### src/rtl/uart_msg_arbiter_if.sv
// Handshake bundle between the message sources, the arbiter and the shared uart_tx.
// Latency: none, wires only.
// Backpressure: in_ready/tx_ready carry it; no storage here.
interface uart_msg_arbiter_if #(
    parameter int N_REQ = 4
);
    logic [N_REQ-1:0]   req;
    logic [N_REQ-1:0]   gnt;
    logic [8*N_REQ-1:0] in_data;
    logic [N_REQ-1:0]   in_valid;
    logic [N_REQ-1:0]   in_last;
    logic [N_REQ-1:0]   in_ready;
    logic [7:0]         tx_data;
    logic               tx_valid;
    logic               tx_ready;
    logic               busy;
    logic               abort;

    modport master (
        output req, in_data, in_valid, in_last, tx_ready,
        input  gnt, in_ready, tx_data, tx_valid, busy, abort
    );

    modport slave (
        input  req, in_data, in_valid, in_last, tx_ready,
        output gnt, in_ready, tx_data, tx_valid, busy, abort
    );
endinterface

### src/rtl/uart_msg_arbiter.sv
// Round-robin arbiter sharing one uart_tx between N_REQ sources, one grant per whole message.
// Latency: grant 1 cycle after req in IDLE; an accepted byte pulses tx_valid on the next cycle.
// Backpressure: in_ready only to the granted source while uart idle and no pulse in flight; stalls time out.
module uart_msg_arbiter #(
    parameter int N_REQ          = 4,
    parameter int TIMEOUT_CYCLES = 1000
) (
    input  logic              clk,
    input  logic              rst,
    uart_msg_arbiter_if.slave bus
);
    localparam int IW = $clog2(N_REQ);
    localparam int CW = $clog2(TIMEOUT_CYCLES + 1);

    typedef enum logic {IDLE, SEND} state_t;

    state_t           state;
    logic [N_REQ-1:0] gnt;
    logic [IW-1:0]    g_idx;
    logic [IW-1:0]    ptr;
    logic [IW-1:0]    g_next;
    logic [IW-1:0]    pick_idx;
    logic             pick_vld;
    logic [CW-1:0]    stall_cnt;
    logic [7:0]       tx_data;
    logic             tx_valid;
    logic             busy;
    logic             abort;
    logic             accept;
    logic             stall;

    // First requester found searching ptr, ptr+1, ... modulo N_REQ.
    always_comb begin
        pick_vld = 1'b0;
        pick_idx = '0;
        for (int k = 0; k < N_REQ; k++) begin
            if (!pick_vld && bus.req[(int'(ptr) + k) % N_REQ]) begin
                pick_vld = 1'b1;
                pick_idx = IW'((int'(ptr) + k) % N_REQ);
            end
        end
    end

    assign g_next = (g_idx == IW'(N_REQ - 1)) ? '0 : g_idx + IW'(1);

    // The !tx_valid term gives uart_tx one cycle to drop tx_ready after each pulse.
    assign accept = (state == SEND) && bus.in_valid[g_idx] && bus.tx_ready && !tx_valid;
    assign stall  = (state == SEND) && !bus.in_valid[g_idx] && bus.tx_ready && !tx_valid;

    assign bus.in_ready = accept ? gnt : '0;
    assign bus.gnt      = gnt;
    assign bus.tx_data  = tx_data;
    assign bus.tx_valid = tx_valid;
    assign bus.busy     = busy;
    assign bus.abort    = abort;

    always_ff @(posedge clk) begin
        if (rst) begin
            state     <= IDLE;
            gnt       <= '0;
            g_idx     <= '0;
            ptr       <= '0;
            stall_cnt <= '0;
            tx_data   <= '0;
            tx_valid  <= 1'b0;
            busy      <= 1'b0;
            abort     <= 1'b0;
        end else begin
            tx_valid <= 1'b0;
            abort    <= 1'b0;
            case (state)
                IDLE: begin
                    if (pick_vld) begin
                        gnt       <= N_REQ'(1) << pick_idx;
                        g_idx     <= pick_idx;
                        busy      <= 1'b1;
                        stall_cnt <= '0;
                        state     <= SEND;
                    end
                end
                SEND: begin
                    if (accept) begin
                        tx_data   <= bus.in_data[int'(g_idx) * 8 +: 8];
                        tx_valid  <= 1'b1;
                        stall_cnt <= '0;
                        if (bus.in_last[g_idx]) begin
                            gnt   <= '0;
                            busy  <= 1'b0;
                            ptr   <= g_next;
                            state <= IDLE;
                        end
                    end else if (stall) begin
                        if (stall_cnt == CW'(TIMEOUT_CYCLES - 1)) begin
                            abort     <= 1'b1;
                            gnt       <= '0;
                            busy      <= 1'b0;
                            ptr       <= g_next;
                            stall_cnt <= '0;
                            state     <= IDLE;
                        end else begin
                            stall_cnt <= stall_cnt + CW'(1);
                        end
                    end
                end
                default: state <= IDLE;
            endcase
        end
    end
endmodule

### src/flat_wrapper.sv
// flat-port wrapper written by rule: the top's interface ports become plain ports
module uart_msg_arbiter_flat 
#(
    parameter int N_REQ          = 4,
    parameter int TIMEOUT_CYCLES = 1000
)
  (clk, rst, bus_req, bus_in_data, bus_in_valid, bus_in_last, bus_tx_ready, bus_gnt, bus_in_ready, bus_tx_data, bus_tx_valid, bus_busy, bus_abort);
  uart_msg_arbiter_if #(.N_REQ(N_REQ)) bus_i ();
  input  logic clk;
  input  logic rst;
  input wire logic [$bits(bus_i.req)-1:0] bus_req;
  input wire logic [$bits(bus_i.in_data)-1:0] bus_in_data;
  input wire logic [$bits(bus_i.in_valid)-1:0] bus_in_valid;
  input wire logic [$bits(bus_i.in_last)-1:0] bus_in_last;
  input wire logic [$bits(bus_i.tx_ready)-1:0] bus_tx_ready;
  output wire logic [$bits(bus_i.gnt)-1:0] bus_gnt;
  output wire logic [$bits(bus_i.in_ready)-1:0] bus_in_ready;
  output wire logic [$bits(bus_i.tx_data)-1:0] bus_tx_data;
  output wire logic [$bits(bus_i.tx_valid)-1:0] bus_tx_valid;
  output wire logic [$bits(bus_i.busy)-1:0] bus_busy;
  output wire logic [$bits(bus_i.abort)-1:0] bus_abort;
  assign bus_i.req = bus_req;
  assign bus_i.in_data = bus_in_data;
  assign bus_i.in_valid = bus_in_valid;
  assign bus_i.in_last = bus_in_last;
  assign bus_i.tx_ready = bus_tx_ready;
  assign bus_gnt = bus_i.gnt;
  assign bus_in_ready = bus_i.in_ready;
  assign bus_tx_data = bus_i.tx_data;
  assign bus_tx_valid = bus_i.tx_valid;
  assign bus_busy = bus_i.busy;
  assign bus_abort = bus_i.abort;
  uart_msg_arbiter #(.N_REQ(N_REQ), .TIMEOUT_CYCLES(TIMEOUT_CYCLES)) u_core (.clk(clk), .rst(rst), .bus(bus_i));
endmodule
### config.mk
export PLATFORM = sky130hd
export DESIGN_NAME = uart_msg_arbiter_flat
export DESIGN_NICKNAME = d
export VERILOG_FILES = /design/src/rtl/uart_msg_arbiter_if.sv /design/src/rtl/uart_msg_arbiter.sv /design/src/flat_wrapper.sv
export SDC_FILE = /design/constraint.sdc
export NUM_CORES = 1
export LEC_CHECK = 0
export CORE_UTILIZATION = 43
export DETAILED_ROUTE_END_ITERATION = 10
export PLACE_DENSITY = 0.78
export REMOVE_ABC_BUFFERS = 1
export SETUP_SLACK_MARGIN = 0.1
export SLEW_MARGIN = 20
export SYNTH_ARGS = -nofsm -noshare
export SYNTH_HDL_FRONTEND = slang
export SYNTH_SLANG_ARGS = --single-unit
export TNS_END_PERCENT = 50
### constraint.sdc
create_clock -name clk -period 3 [get_ports clk]
set_input_delay 0.6 -clock clk [delete_from_list [all_inputs] [get_ports clk]]
set_output_delay 0.6 -clock clk [all_outputs]
set_load 0.02 [all_outputs]
==> results of run 1 <==
-- area by class of cell --
| cell class | count | area share (%) |
|---|---|---|
| inverter | 3 | 0.462 |
| timing repair buffer | 69 | 27.9 |
| multi-input combinational | 132 | 41.4 |
| sequential | 30 | 24.6 |
| tap | 48 | 2.46 |
| clock buffer | 7 | 3.13 |
-- synth_stat cells, drive strengths merged, types with 2 or more instances --
library cell	count	area (µm²)
nand3	3	15.0
o21a	2	15.0
nand4	2	12.5
o32ai	4	35.0
o31ai	4	30.0
inv	3	11.3
dfxtp	30	601
or2	2	12.5
ha	2	25.0
nand2b	8	50.1
or4	5	41.3
mux4	10	225
nand2	24	90.1
buf	3	26.3
o21ai	5	25.0
nand3b	2	15.0
mux2i	3	30.0
or3	5	31.3
a21oi	22	144
nor3	2	10.0
o22ai	2	12.5
and3	4	25.0
clkbuf	7	26.3
nor2	7	26.3
-- flip-flops by register name (all words and copies together) (netlist names) --
name and count:
u_core.state 1, u_core.bus.busy 1, u_core.ptr 2, u_core.stall_cnt 10, u_core.bus.abort 1, u_core.bus.tx_data 8, u_core.bus.tx_valid 1, u_core.bus.gnt 4
u_core.g_idx 2
-- cell families after synthesis --
logic type                 share of synthesized area, %
adders and majority gates                          1.52
buffers and inverters                              3.87
DFF                                                36.4
AOI/OAI and AO/OA                                  17.9
xor gates and xnor gates                          0.532
muxes                                              16.2
and+or+nand+nor                                    23.5
-- final timing paths --
| path | slack, ns | to |
|---|---|---|
| max | 0.06 | bus_in_ready[0] |
| min | 0.46 | u_core.bus.tx_data[5] |
| min reg2reg | 0.46 | u_core.bus.tx_data[5] |
| max reg2reg | 0.69 | u_core.ptr[0] |
-- power by group through the flow --
stage	logic, mW	clock network [mW]	registers (mW)
after detailed placement	0.205	0	0.432
after global routing	0.224	0.327	0.426
after global placement	0.202	0	0.432
final	0.210	0.298	0.424
after CTS	0.209	0.303	0.424
after floorplan	0.0784	0	0.447
-- timing repair --
action                     CTS  global route
setup endpoints to repair    4             2
gates cloned                 1             0
hold buffers                 0             0
buffers inserted             0             0
gates resized for setup      2             1
-- metrics by stage --
stage	util (%)	cells	setup slack [ns]	hold slack [ns]
floorplan	-	164	0.468	0.457
global placement	63.8	281	0.0754	0.442
CTS	66.5	289	0.0641	0.457
global route	66.6	289	0.0478	0.483
finish	66.6	289	0.0626	0.455
detailed placement	63.8	281	0.0544	0.449
-- per-layer routing --
metal | track usage, % | vias to the layer above | wire length [µm]
li1 | - | 788 | -
met1 | 27.0 | 768 | 1900
met2 | 37.1 | 62 | 2170
met3 | 5.18 | 15 | 298
met4 | 9.66 | 0 | 100
met5 | 0 | - | 0
-- worst register-to-register path, stage by stage (launching register included) --
cell and delay (ns):
dfxtp_1 0.41, mux4_2 0.60, or4b_1 0.57, a21oi_2 0.27
mux2_1 0.35
==> results.yml, run 1 <==
logic_synthesis:
  synth_area_per_cell_um2: 9.47
  synthesis.area_um2: 1650
  async_reset_ff_share_pct: 0
  ys_seq_area_share_pct: 36.4
  yosysUniqueCellTypes: 40
  synth_edf_count: 0
  netlist_instances: 174
  yosys_warnings: 0
  synth-seq-cells: 30
  synth_flop_cell: "dfxtp_1"
run_status:
  status: "finished, final reports clean"
power:
  p_per_area_nw_per_um2: 382
  p_sw_share_pct: 25.7
  p_leak_nw: 0.840
  internal_power_mw: 0.692
  clockPowerShare_pct: 32.0
  vdd_ir_drop_max_uv: 351
  p_switching_mw: 0.239
  power_mw: 0.932
  p_comb_share_pct: 22.5
  pwr-share-seq_pct: 45.5
die:
  dieArea_um2: 4080
  start_util_pct: 45.0
  die_x_um: 63.9
  placeableCoreArea_um2: 3660
  io-pin-count: 66
  row_count: 22
  fp.dieH_um: 63.9
route:
  ant_nets: 0
  drt-initial-drc-count: 69
  num_vias: 1633
  dr.pass1.iters: 4
  finalWirelength_mm: 4.47
  routedWlPerCell_um: 15.5
  drc: 0
  drt-vias-per-instance: 5.65
placed_design:
  dp_hpwl_mm: 3.10
  portBuffers: 65
  place_area_um2: 2340
  gp_congestion: 0.817
cells_and_area:
  area_growth_syn_to_layout_pct: 48.0
  regArea_um2: 601
  final_area_um2: 2440
  multi_input_area_um2: 1010
  mostFrequentLayoutCells: "62 x clkdlybuf4s50_1, 30 x dfxtp_1, 24 x nand2_1, 13 x a21oi_1, 10 x mux4_2"
  diodes: 0
  layout-drive-gt1-share_pct: 12.9
  fill_cells: 314
  mostFrequentLayoutCell: "clkdlybuf4s50_1"
  nNetsFinal: 290
clocking:
  cts_buffer_depth: 2
  cts.clk_slew.worst_paths_ns: 0.06
  clock_sinks: 30
  clk_latency_ns: 0.28
  cts_tree: "done"
  cts_buffers: 5
  cts_max_level: 2
  root_buffer: "clkbuf_8"
setup_path:
  startpoint_type: "primary input"
  critical_path_class: "primary input to output port"
  max_stage_delay_ns: 0.56
  cp.required_ns: 2.40
  cp_top_family: "buffers and inverters"
  r2r_start: "u_core.g_idx[0]"
  r2r_cells: 4
  crit_path_end_kind: "output port"
  worstPathCellList: "clkdlybuf4s50_1 > mux4_2 > and3_1 > clkdlybuf4s50_1"
  timing.critical_path.depth: 4
  cp.buffers_inverters: 2
  worst_path_most_repeated_cell: "clkdlybuf4s50_1"
  cp-startpoint: "bus_in_valid[3]"
  worst-path-max-fanout: 5
  cp.arrival_ns: 2.34
  slowest_stage: "mux4_2"
sta:
  slew_violations: 0
  hold_viol_final: 0
  period_share_pct: 97.9
  fmax_mhz: 340
  grt_setup_unrepaired: "true"
  tightest_slew_ns: 0.805
  worst_slew_margin_rel_pct: 45.8
  setup_tns_ns: 0
  worst_clock_skew_ns: 0.00189
  min_period_ns: 2.94
  setup_viol: 0
grt:
  grt_antenna_before_repair: 0
  overflow: 0
  grt_pass1_wl_mm: 6.96
  grt_max_degree: 28
  grt_pass1_vias: 1507
  grt_usage_pct: 22.2
min_path:
  hp-class: "register to register"
  hold_path_depth: 2
  holdCritStartpoint: "u_core.bus.tx_data[5]"
job:
  maxCapViolCount: 0
Note: power is estimated with default switching activity, not from simulation.
==> run 2: changes to the inputs <==
--- a/config.mk
+++ b/config.mk
@@ -7,6 +7,7 @@
 export LEC_CHECK = 0
 export CORE_UTILIZATION = 43
 export DETAILED_ROUTE_END_ITERATION = 10
+export MAX_ROUTING_LAYER = met4
 export PLACE_DENSITY = 0.78
 export REMOVE_ABC_BUFFERS = 1
 export SETUP_SLACK_MARGIN = 0.1
==> run 2 against run 1 <==
Net effect:
- critical path depth did not move
- combinational power is essentially flat
- clock skew grew 0.00072 ns
- power fell by 0.19%
- clock power hardly changed
- sequential share of layout area stayed put
- core utilization did not move
- critical path type unchanged
==> results.yml, run 2 (synthesis results as in run 1) <==
power:
  p_switching_mw: 0.238
  vdd_ir_drop_max_uv: 350
  internal_power_mw: 0.692
  p_sw_share_pct: 25.6
  pwr-share-seq_pct: 45.6
  p_per_area_nw_per_um2: 381
  clockPowerShare_pct: 31.9
  p_comb_share_pct: 22.5
  p_leak_nw: 0.840
sta:
  worst_clock_skew_ns: 0.00261
  min_period_ns: 2.93
  setup_slack_ns: 0.0700
  setup_tns_ns: 0
  whs_ns: 0.455
  period_share_pct: 97.7
  hold_viol_final: 0
  fmax_mhz: 341
  grt_setup_unrepaired: "true"
  slew_violations: 0
  worst_slew_margin_rel_pct: 49.0
  setup_viol: 0
  tightest_slew_ns: 0.757
min_path:
  hold_end: "u_core.bus.tx_data[5]"
  hold_path_depth: 2
  holdCritStartpoint: "u_core.bus.tx_data[5]"
  hp-class: "register to register"
cells_and_area:
  diodes: 0
  layout-drive-gt1-share_pct: 12.9
  final_area_um2: 2440
  mostFrequentLayoutCells: "62 x clkdlybuf4s50_1, 30 x dfxtp_1, 24 x nand2_1, 13 x a21oi_1, 10 x mux4_2"
  mostFrequentLayoutCell: "clkdlybuf4s50_1"
  reg.largest.list: "u_core.stall_cnt x10, u_core.bus.tx_data x8, u_core.bus.gnt x4"
  largest_register: "u_core.stall_cnt"
  nNetsFinal: 290
  area_growth_syn_to_layout_pct: 48.0
  largest_register_ff_count: 10
setup_path:
  cp.required_ns: 2.40
  worstPathCellList: "clkdlybuf4s50_1 > mux4_2 > and3_1 > clkdlybuf4s50_1"
  r2r_cells: 4
  startpoint_type: "primary input"
  slowest_stage: "mux4_2"
  critical_path_class: "primary input to output port"
  worst_path_most_repeated_cell: "clkdlybuf4s50_1"
  max_stage_delay_ns: 0.55
  r2r_start: "u_core.g_idx[0]"
  worst-path-max-fanout: 5
  r2r_setup_slack_ns: 0.67
  cp.arrival_ns: 2.33
  crit_path_end_kind: "output port"
  worstReg2RegEnd: "u_core.ptr[0]"
route:
  drc: 0
  drt-vias-per-instance: 5.60
  met2_length_mm: 2.15
  finalWirelength_mm: 4.43
  routedWlPerCell_um: 15.3
  dr_wl_met3_um: 292
  ant_nets: 0
  wl_met1_mm: 1.90
  highest_layer: "met4"
  num_vias: 1618
  drt-initial-drc-count: 80
  dr.pass1.iters: 4
run_status:
  status: "finished, final reports clean"
die:
  start_util_pct: 45.0
  placeableCoreArea_um2: 3660
  dieArea_um2: 4080
  io-pin-count: 66
  fp.dieH_um: 63.9
  die_x_um: 63.9
  row_count: 22
grt:
  grt_usage_pct: 22.9
  grt_pass1_wl_mm: 6.96
  overflow: 0
  grt_max_degree: 28
  grt_antenna_before_repair: 0
  grt_pass1_vias: 1503
clocking:
  cts_buffer_depth: 2
  cts.clk_slew.worst_paths_ns: 0.06
  hold_buffers: 0
  root_buffer: "clkbuf_8"
  post-cts-setup-buffers: 0
  cts_tree: "done"
  cts_max_level: 2
  clk_latency_ns: 0.27
  clock_sinks: 30
  cts_buffers: 5
placed_design:
  dp_hpwl_mm: 3.10
  gp_congestion: 0.829
  portBuffers: 65
  place_area_um2: 2340
  place_ws_ns: 0.0544
job:
  maxCapViolCount: 0
run 2: cell counts in the layout (fill, tap and decap cells not counted):
Identical to the previous run, type by type.
run 2: metal layers:
metal	vias to the layer above	track usage, %
met5	-	-
met3	12	5.71
met2	62	37.1
met4	0	9.66
li1	789	-
met1	755	27.0
run 2: worst max path at each step:
stage	startpoint	to	slack (ns)
2_1_floorplan	u_core.g_idx[0]	u_core.ptr[0]	0.47
3_3_place_gp	bus_in_valid[3]	bus_in_ready[3]	0.08
3_5_place_dp	bus_in_valid[3]	bus_in_ready[1]	0.05
4_1_cts	bus_in_valid[0]	bus_in_ready[0]	0.06
5_1_grt	bus_in_valid[0]	bus_in_ready[0]	0.05
6_report	bus_in_valid[0]	bus_in_ready[0]	0.07
run 2: cell type report:
class	instances	area (µm²)
fillers	314	1220
multi-input cells	132	1010
repair buffers	69	681
flip-flops and latches	30	601
clock buffers	7	76.3
well taps	48	60.1
inverters	3	11.3
run 2: power by group through the flow:
stage                     logic, mW  registers, mW  clock network, mW
final                         0.209          0.424              0.296
after global routing          0.224          0.426              0.328
after CTS                     0.209          0.424              0.303
after detailed placement      0.205          0.432                  0
after global placement        0.202          0.432                  0
after floorplan              0.0784          0.447                  0
run 2: repair_timing:
item	4_1_cts	5_1_grt
setup endpoints to repair	4	2
cloned	1	0
gates resized for setup	2	1
run 2: metrics by stage:
step	power (mW)	util, %	instances
2_1_floorplan	0.526	-	164
3_3_place_gp	0.634	63.8	281
3_5_place_dp	0.637	63.8	281
4_1_cts	0.936	66.5	289
5_1_grt	0.978	66.6	289
6_report	0.930	66.6	289
run 2: worst max-delay path, delay by kind of cell:
| kind | cells | cell delay, ns |
|---|---|---|
| buffers and inverters | 2 | 0.98 |
| multiplexers | 1 | 0.55 |
| AND/OR/NAND/NOR | 1 | 0.20 |
==> run 3: changes to the inputs <==
--- a/config.mk
+++ b/config.mk
@@ -7,6 +7,7 @@
 export LEC_CHECK = 0
 export CORE_UTILIZATION = 43
 export DETAILED_ROUTE_END_ITERATION = 10
+export GPL_TIMING_DRIVEN = 0
 export MAX_ROUTING_LAYER = met4
 export PLACE_DENSITY = 0.78
 export REMOVE_ABC_BUFFERS = 1
==> run 3 against run 2 <==
Net effect:
- final cell count decreased by 1.7%
- sequential share of layout area increased by 0.54 points
- core utilization decreased by 1.0 points
- cell area decreased by 1.5%
- sequential cell count did not move
- non-clock buffer count decreased by 3
==> results.yml, run 3 (synthesis results as in run 1) <==
run_status:
  status: "finished, final reports clean"
route:
  drc: 0
  routedWlPerCell_um: 14.0
  highest_layer: "met4"
  finalWirelength_mm: 3.98
  drt-initial-drc-count: 68
  drt-vias-per-instance: 5.43
  dr_wl_met3_um: 234
  num_vias: 1542
  met2_length_mm: 1.99
  ant_nets: 0
  wl_met1_mm: 1.74
  dr.pass1.iters: 4
sta:
  fmax_mhz: 345
  tightest_slew_ns: 0.862
  setup_tns_ns: 0
  period_share_pct: 96.6
  worst_slew_margin_rel_pct: 42.4
  setup_viol: 0
  worst_clock_skew_ns: 0.00327
  hold_viol_final: 0
  slew_violations: 0
  min_period_ns: 2.90
  grt_setup_unrepaired: "true"
cells_and_area:
  nNetsFinal: 286
  mostFrequentLayoutCell: "clkdlybuf4s50_1"
  reg.largest.list: "u_core.stall_cnt x10, u_core.bus.tx_data x8, u_core.bus.gnt x4"
  layout-drive-gt1-share_pct: 12.7
  largest_register: "u_core.stall_cnt"
  final_area_um2: 2400
  mostFrequentLayoutCells: "63 x clkdlybuf4s50_1, 29 x dfxtp_1, 24 x nand2_1, 13 x a21oi_1, 10 x mux4_2"
  diodes: 0
  area_growth_syn_to_layout_pct: 45.7
  largest_register_ff_count: 10
  fill_cells: 326
min_path:
  holdCritStartpoint: "u_core.bus.tx_data[0]"
  hold_path_depth: 2
  hp-class: "register to register"
  hold_end: "u_core.bus.tx_data[0]"
die:
  die_x_um: 63.9
  placeableCoreArea_um2: 3660
  start_util_pct: 45.0
  row_count: 22
  fp.dieH_um: 63.9
  io-pin-count: 66
  dieArea_um2: 4080
setup_path:
  cp.required_ns: 2.40
  r2r_cells: 5
  cp.arrival_ns: 2.30
  r2r_start: "u_core.g_idx[1]"
  startpoint_type: "primary input"
  crit_path_end_kind: "output port"
  r2r_setup_slack_ns: 0.39
  critical_path_class: "primary input to output port"
  worstReg2RegEnd: "u_core.ptr[0]"
  worst-path-max-fanout: 5
power:
  p_per_area_nw_per_um2: 390
  vdd_ir_drop_max_uv: 214
  p_leak_nw: 0.816
clocking:
  cts.clk_slew.worst_paths_ns: 0.06
  clk_latency_ns: 0.27
  cts_buffers: 5
  clock_sinks: 30
  cts_tree: "done"
  cts_buffer_depth: 2
  root_buffer: "clkbuf_8"
  hold_buffers: 0
  cts_max_level: 2
placed_design:
  portBuffers: 65
  place_area_um2: 2310
  gp_congestion: 0.741
  dp_hpwl_mm: 2.94
grt:
  overflow: 0
  grt_usage_pct: 22.2
  grt_pass1_wl_mm: 6.76
  grt_pass1_vias: 1519
  grt_max_degree: 29
  grt_antenna_before_repair: 0
job:
  maxCapViolCount: 0
## run 3: cell count changes in the layout (fill, tap and decap cells not counted)
cell and delta:
clkbuf_8 +1, clkbuf_1 -2, dfxtp_1 -1, dlygate4sd2_1 -1, clkdlybuf4s50_1 +1, mux4_1 -1
dfxtp_4 +1, buf_4 -3
## run 3: final cells by class
cell class / instances / area (µm²) / share of cell area, %
timing repair buffer: 66 / 659 / 27.5
clock buffer: 6 / 82.6 / 3.44
sequential: 30 / 604 / 25.2
multi-input combinational: 131 / 983 / 41.0
tap: 48 / 60.1 / 2.50
inverter: 3 / 11.3 / 0.469
## run 3: timing repair
action	in CTS	in global routing
hold endpoints to repair	0	0
setup endpoints to repair	4	3
setup buffers	1	0
resized for setup	2	2
## run 3: critical path, stage by stage
cell	delay (ns)
clkdlybuf4s50_1	0.41
mux4_2	0.55
and3_1	0.20
clkdlybuf4s50_1	0.53
## run 3: where the power goes
| part | leakage, nW | switching (mW) | internal, mW |
|---|---|---|---|
| registers | 0.244 | 0.0170 | 0.413 |
| logic | 0.529 | 0.0787 | 0.116 |
| clock network | 0.0431 | 0.136 | 0.176 |
| total | 0.816 | 0.232 | 0.706 |
## run 3: routing by layer
| layer | vias up | GRT usage (%) |
|---|---|---|
| met1 | 713 | 26.0 |
| met3 | 2 | 5.36 |
| met5 | - | - |
| met2 | 51 | 37.4 |
| met4 | 0 | 6.82 |
| li1 | 776 | - |
## run 3: how the worst max path moves through the flow
| stage | from | end | cells after the start |
|---|---|---|---|
| finish | bus_in_valid[2] | bus_in_ready[1] | 4 |
| global route | bus_in_valid[2] | bus_in_ready[1] | 4 |
| CTS | bus_in_valid[2] | bus_in_ready[0] | 4 |
| detailed placement | bus_in_valid[2] | bus_in_ready[3] | 4 |
| global placement | bus_in_valid[3] | bus_in_ready[3] | 4 |
| floorplan | u_core.g_idx[0] | u_core.ptr[0] | 4 |
## run 3: through the flow
step,total power [mW],setup WS (ns),cells,hold slack [ns],util [%]
2_1_floorplan,0.526,0.468,164,0.457,-
3_3_place_gp,0.628,0.0729,277,0.442,63.0
3_5_place_dp,0.632,0.0568,277,0.447,63.0
4_1_cts,0.947,0.108,284,0.455,65.4
5_1_grt,0.984,0.0700,284,0.484,65.6
6_report,0.937,0.103,284,0.454,65.6
